`src/rtl/cpu_pipe_pkg.sv`:
```
// Shared types for the EX-stage forwarding/hazard logic: mux select codes,
// the shadow pipeline stage record, and the "stage writes register" predicate.
package cpu_pipe_pkg;

   localparam int unsigned RD_W = 5;

   typedef enum logic [1:0] {
      FWD_RF  = 2'b00,
      FWD_WB  = 2'b01,
      FWD_MEM = 2'b10
   } fwd_sel_e;

   typedef struct packed {
      logic            valid;
      logic            wr;
      logic            load;
      logic [RD_W-1:0] rd;
   } shadow_stage_t;

   // r0 is hardwired to zero in most ISAs, so its result is normally never forwarded.
   function automatic logic writes_reg(shadow_stage_t s, logic [RD_W-1:0] r, logic fwd_r0);
      return s.valid & s.wr & (s.rd == r) & ((s.rd != '0) | fwd_r0);
   endfunction

endpackage

```
`src/rtl/fwd_compare.sv`:
```
// Per-operand forwarding decision: picks the newest in-flight producer of
// one ID-stage source register, or the register file when none exists.
module fwd_compare
   import cpu_pipe_pkg::*;
#(
   parameter bit FWD_R0 = 1'b0
) (
   input  logic [RD_W-1:0] src,
   input  logic            used,
   input  shadow_stage_t   ex,
   input  shadow_stage_t   mem,
   output fwd_sel_e        sel
);

   logic unused_load;
   assign unused_load = ex.load ^ mem.load;

   // NOTE: every always_comb output gets a default first so no latch is inferred.
   always_comb begin
      sel = FWD_RF;
      if (used && writes_reg(ex, src, FWD_R0)) begin
         sel = FWD_MEM;
      end else if (used && writes_reg(mem, src, FWD_R0)) begin
         sel = FWD_WB;
      end
   end

endmodule

```
`src/rtl/fwd_hazard_unit.sv`:
```
// Shadow EX/MEM/WB destination tracking beside ID/EX: registered operand
// forwarding selects plus the combinational one-cycle load-use stall.
module fwd_hazard_unit
   import cpu_pipe_pkg::*;
#(
   parameter int unsigned REG_ADDR_W = 5,
   parameter bit          FWD_R0     = 1'b0
) (
   input  logic                  clk,
   input  logic                  rst_n,
   input  logic                  pipe_freeze,
   input  logic                  branch_flush,
   input  logic                  id_valid,
   input  logic [REG_ADDR_W-1:0] id_rs,
   input  logic [REG_ADDR_W-1:0] id_rt,
   input  logic                  id_rs_used,
   input  logic                  id_rt_used,
   input  logic                  id_reg_write,
   input  logic [REG_ADDR_W-1:0] id_rd,
   input  logic                  id_mem_read,
   output logic [1:0]            fwd_a_sel,
   output logic [1:0]            fwd_b_sel,
   output logic                  stall,
   output logic                  bubble_ex
);

   shadow_stage_t ex_q, mem_q, wb_q;
   fwd_sel_e      sel_a, sel_b;
   logic [RD_W-1:0] rs, rt, rd;
   logic          load_use;
   logic          kill;

   // Register addresses are carried at the package-wide shadow width.
   assign rs = RD_W'(id_rs);
   assign rt = RD_W'(id_rt);
   assign rd = RD_W'(id_rd);

   fwd_compare #(.FWD_R0(FWD_R0)) u_cmp_a (
      .src  (rs),
      .used (id_rs_used),
      .ex   (ex_q),
      .mem  (mem_q),
      .sel  (sel_a)
   );

   fwd_compare #(.FWD_R0(FWD_R0)) u_cmp_b (
      .src  (rt),
      .used (id_rt_used),
      .ex   (ex_q),
      .mem  (mem_q),
      .sel  (sel_b)
   );

   // A load's data is not available until MEM, so an EX-stage load consumer must wait.
   assign load_use = id_valid & ~branch_flush
                   & ex_q.valid & ex_q.load & ex_q.wr & (ex_q.rd != '0)
                   & ((id_rs_used & (rs == ex_q.rd)) | (id_rt_used & (rt == ex_q.rd)));

   assign stall     = load_use & ~pipe_freeze;
   assign bubble_ex = stall;
   assign kill      = stall | branch_flush | ~id_valid;

   // WB is kept to mirror the real pipeline depth; no select currently reads it.
   logic unused_wb;
   assign unused_wb = ^wb_q;

   // NOTE: sequential state uses non-blocking assignments so WB<=MEM<=EX shift in one edge.
   always_ff @(posedge clk or negedge rst_n) begin
      if (!rst_n) begin
         ex_q      <= '0;
         mem_q     <= '0;
         wb_q      <= '0;
         fwd_a_sel <= FWD_RF;
         fwd_b_sel <= FWD_RF;
      end else if (!pipe_freeze) begin
         wb_q  <= mem_q;
         mem_q <= ex_q;
         if (kill) begin
            ex_q      <= '0;
            fwd_a_sel <= FWD_RF;
            fwd_b_sel <= FWD_RF;
         end else begin
            ex_q      <= '{valid: 1'b1, wr: id_reg_write, load: id_mem_read, rd: rd};
            fwd_a_sel <= sel_a;
            fwd_b_sel <= sel_b;
         end
      end
   end

endmodule

```
`config.mk`:
```
export PLATFORM = sky130hd
export DESIGN_NAME = fwd_hazard_unit
export DESIGN_NICKNAME = d
export VERILOG_FILES = /design/src/rtl/cpu_pipe_pkg.sv /design/src/rtl/fwd_compare.sv /design/src/rtl/fwd_hazard_unit.sv
export SDC_FILE = /design/constraint.sdc
export NUM_CORES = 1
export LEC_CHECK = 0
export ABC_AREA = 1
export CAP_MARGIN = 20
export CELL_PAD_IN_SITES_DETAIL_PLACEMENT = 0
export CELL_PAD_IN_SITES_GLOBAL_PLACEMENT = 1
export CORE_UTILIZATION = 32
export DETAILED_ROUTE_END_ITERATION = 8
export GPL_TIMING_DRIVEN = 0
export PLACE_DENSITY = 0.85
export SETUP_SLACK_MARGIN = 0.02
export SYNTH_ARGS = -nofsm -noshare
export SYNTH_HDL_FRONTEND = slang
export SYNTH_HIERARCHICAL = 1
export SYNTH_SLANG_ARGS = --single-unit
```
`constraint.sdc`:
```
create_clock -name clk -period 1.4 [get_ports clk]
set_clock_uncertainty 0.1 [all_clocks]
set_input_delay 0.21 -clock clk [delete_from_list [all_inputs] [get_ports clk]]
set_output_delay 0.21 -clock clk [all_outputs]
set_load 0.02 [all_outputs]
```
======== Word level (Yosys, flattened, before mapping) ========
Cells that the tools add are included.
cells by class
  bitwise gates (word level) .............. 25
  reduce and logical (&&, ||, !) cells .... 6
  equal/unequal tests ..................... 6
  mux-type cells .......................... 7
operators by type and width
  cell                count
  == test 5 bit       6
  bitwise AND 1 bit   19
  nonzero test 5 bit  2
  2-to-1 mux 2 bit    4
  2-to-1 mux 8 bit    1
  logical AND 1 bit   4
  inverter 1 bit      3
  OR 1 bit            3
  2-to-1 mux 1 bit    2
word-level totals
  output and inout bits ................... 6
  logic and storage cells ................. 53
  bits in registers ....................... 19

======== Logic depth before layout (Yosys ltp) ========
  depth after elaboration ................. 11
  depth in mapped cells ................... 10
  depth with buffers taken out ............ 9

======== Modules after synthesis ========
The synthesis kept the hierarchy.
by module, submodules not included
  module           seq. area each (um2)  times used  cells each  area each (um2)
  fwd_hazard_unit  500.5                 1           142         1097.3
  fwd_compare      0.0                   2           60          236.5

======== Worst setup path after synthesis ========
OpenSTA, ideal clock, no wires.
  path type ............................... reg-to-output
  from .................................... reg ex_q[2] (netlist name)
  to ...................................... out stall
  data required time ...................... 1.090 ns
  setup slack ............................. -0.311 ns
  arrival time ............................ 1.401 ns
  stages on the path, launching flop included .. 11
  cell sequence ........................... dfrtp_1 inv_1 nand2_1 nand2_1 nor2_2 nand3_1 nand2_1 nand2_2 buf_6 inv_1 buf_4
between the ends
  word-level cells in the longest chain between the ends .. 5
RTL lines
  element                   line                   RTL
  start: declaration        fwd_hazard_unit.sv:27  shadow_stage_t ex_q, mem_q, wb_q;
  start signal: assignment  fwd_hazard_unit.sv:83  ex_q <= '{valid: 1'b1, wr: id_reg_write, load: id_mem_read, rd: rd};
  == test 5 bit             fwd_hazard_unit.sv:57  & ((id_rs_used & (rs == ex_q.rd)) | (id_rt_used & (rt == ex_q.rd)));
  bitwise AND 1 bit         fwd_hazard_unit.sv:57
  OR 1 bit                  fwd_hazard_unit.sv:57
  bitwise AND 1 bit (*)     fwd_hazard_unit.sv:57
  bitwise AND 1 bit (*)     fwd_hazard_unit.sv:59  assign stall = load_use & ~pipe_freeze;
  end: declaration          fwd_hazard_unit.sv:23  output logic stall,
Mark *: on every way between the ends. The rest lies on a longest branch, timed or not.

======== Worst setup path in the final report ========
  from .................................... reg ex_q[1] (netlist name)
  to ...................................... out stall
The elaborated chain is that of the path after synthesis.

==> results_dict.tcl <==
set metrics [dict create \
    min_path_type "input pin to flop" \
    drt-vias-per-instance 4.52 \
    final-max-slew-violation-count 0 \
    ir_drop_mv 0.782 \
    dieHeight_um 71.2 \
    cp-start-kind "flop" \
    p_comb_frac 0.261 \
    wirelength_um 4310 \
    synth_area_sq_um 1530 \
    stdcell_count 358 \
    initial_core_util 0.343 \
    dp_hpwl_um 3050 \
    dr_total_vias 1617 \
    fin_nets 331 \
    dpl.cell_count 340 \
    relSlewSlack 0.414 \
    crit-reg2reg-launch "ex_q[0]" \
    clock-root-buffer "clkbuf_8" \
    period_share 1.38 \
    cts_tree "yes" \
    post-route-util 0.463 \
    cts_buffer_depth 2 \
    route.antenna.remaining_nets 0 \
    path_class "flop to output port" \
    dr.pass1.iters 6 \
    power.internal_uw 938 \
    io_buffers 28 \
    cts_max_level 1 \
    area_growth_pct 35.2 \
    cts_buffers 3 \
    setup_tns_ns -3.06 \
    cp-end-kind "output port" \
    p_per_area_nw_per_um2 666 \
    setup_violations 14 \
    dieArea_sq_um 5070 \
    grt_pass1_vias 1486 \
    io_pins 30 \
    fill_cells 471 \
    drv_cap 0 \
    antenna_found_initial 0 \
    cts_sinks 19 \
    dieWidth_um 71.2 \
    layout_min_cycle_time_ns 1.93 \
    whs_ns 0.153 \
    cp.arrival_ns 1.62 \
    remaining_drc_errors 1 \
    grt_remaining_overflow 0 \
    design_power_total_mw 1.38 \
    syn_inst 260 \
    endpoint "stall" \
    synth.net_count 284 \
    status "finished, violations left" \
    switching_share 0.320 \
    tightest_slew_ns 0.876 \
    switching_power_uw 442 \
    fmax_ghz 0.519 \
    clkPwrFrac 0.289 \
    design.core.area_sq_um 4470 \
    ff2ff_setup_slack_ns -0.20 \
    track_usage 0.186 \
    antenna_cells 0 \
    hold_viol 0 \
    crit_required_ns 1.09 \
    place.gp.congestion 0.799 \
    setup_slack_ns -0.525 \
    first_iter_violations 67 \
    violations "design-rule violations, negative setup slack" \
    grt_max_degree 20 \
    regToRegEndpoint "ex_q[5]" \
    startpoint "ex_q[1]" \
    p_seq_frac 0.451 \
    layout-drive-gt1-share 0.219 \
    synth.avg_cell_area_sq_um 5.90 \
    rsz0062_at_grt "true" \
    core.rowCount 24 \
    place_ws_ns -1.17 \
    rr_worst_depth 10 \
    insertion_delay_ns 0.26 \
    grt_pass1_wl_um 7210 \
    critPathMaxFanout 6 \
    leakage_nw 1.11 \
    ys_warn_count 6 \
    clk_pin_slew_ns 0.08 \
    dpl_cell_area_sq_um 1890 \
    wl_per_cell_um 12.0 \
    post-route-cell-area_sq_um 2070 \
]
## routing by layer
metal / part of all wire / global-route usage / wire length [um] / vias up
met5: 0 / 0 / 0 / -
met4: 0.0088 / 0.0422 / 38 / 0
met3: 0.042 / 0.0267 / 181 / 4
met2: 0.47 / 0.316 / 2030 / 33
met1: 0.48 / 0.251 / 2060 / 714
li1: - / - / - / 866
## cell usage in the layout (no fill, tap or decap)
| cell type | count |
|---|---|
| buf_1 | 1 |
| o21ai_1 | 1 |
| clkinv_2 | 1 |
| nand2_1 | 106 |
| inv_2 | 4 |
| nand3_2 | 10 |
| buf_8 | 1 |
| nor3_2 | 3 |
| buf_2 | 2 |
| inv_1 | 40 |
| nand4_1 | 2 |
| clkbuf_8 | 3 |
| a21oi_1 | 1 |
| nor2_4 | 1 |
| clkinvlp_4 | 1 |
| clkbuf_1 | 1 |
| clkdlybuf4s50_1 | 17 |
| buf_4 | 13 |
| nand2_2 | 11 |
| dfrtp_2 | 5 |
| dfrtp_1 | 14 |
| nor2_2 | 6 |
| dlygate4sd2_1 | 9 |
| inv_4 | 1 |
| buf_6 | 4 |
| nand3_1 | 13 |
| o21ai_0 | 6 |
| nor2_1 | 28 |
| a21oi_2 | 1 |
## cell type report
cell class,count,area (sq um),area share
Timing Repair Buffer,42,374,0.180
Tap cell,52,65.1,0.0314
Inverter,46,179,0.0863
Sequential cell,19,482,0.232
Buffer,6,50.0,0.0241
Clock buffer,3,41.3,0.0199
Multi-Input combinational cell,189,877,0.423
Clock inverter,1,5.00,0.00241
## what timing repair did
| item | in CTS | in global routing |
|---|---|---|
| pin swaps | 4 | 4 |
| setup buffers | 11 | 3 |
| hold endpoints to repair | 0 | 0 |
| setup endpoints to repair | 18 | 14 |
| resized for setup | 25 | 9 |
| cloned | 0 | 0 |
| hold buffers | 0 | 0 |
## critical path, cell delays in order (launching register included)
cell and delay (ns):
dfrtp_2 0.47, buf_4 0.16, nor3_2 0.17, nor2_2 0.06, nand2_2 0.09, buf_8 0.11
clkinvlp_4 0.07, buf_6 0.11, buf_6 0.12
## worst min path at each step
| stage | from | to | slack (ns) | cells after the start |
|---|---|---|---|---|
| floorplan | rst_n | ex_q[0] | -0.19 | 0 |
| finish | pipe_freeze | mem_q[1] | 0.15 | 2 |
| global route | pipe_freeze | mem_q[4] | 0.16 | 2 |
| detailed placement | fwd_a_sel[0] | fwd_a_sel[0] | 0.38 | 2 |
| CTS | pipe_freeze | mem_q[1] | 0.15 | 2 |
| global placement | fwd_b_sel[0] | fwd_b_sel[0] | 0.37 | 2 |
## registers in the layout (all words and copies together), names as in the netlist
name / flops
fwd_b_sel: 2
mem_q: 7
ex_q: 8
fwd_a_sel: 2
## power by group through the flow
stage	combinational, mW	clock (mW)	sequential [mW]
floorplan	0.189	0	0.623
global placement	0.309	0	0.642
detailed placement	0.311	0	0.643
CTS	0.345	0.406	0.622
global route	0.407	0.434	0.628
finish	0.360	0.398	0.622
No activity file was read; power rests on OpenSTA's default activity.
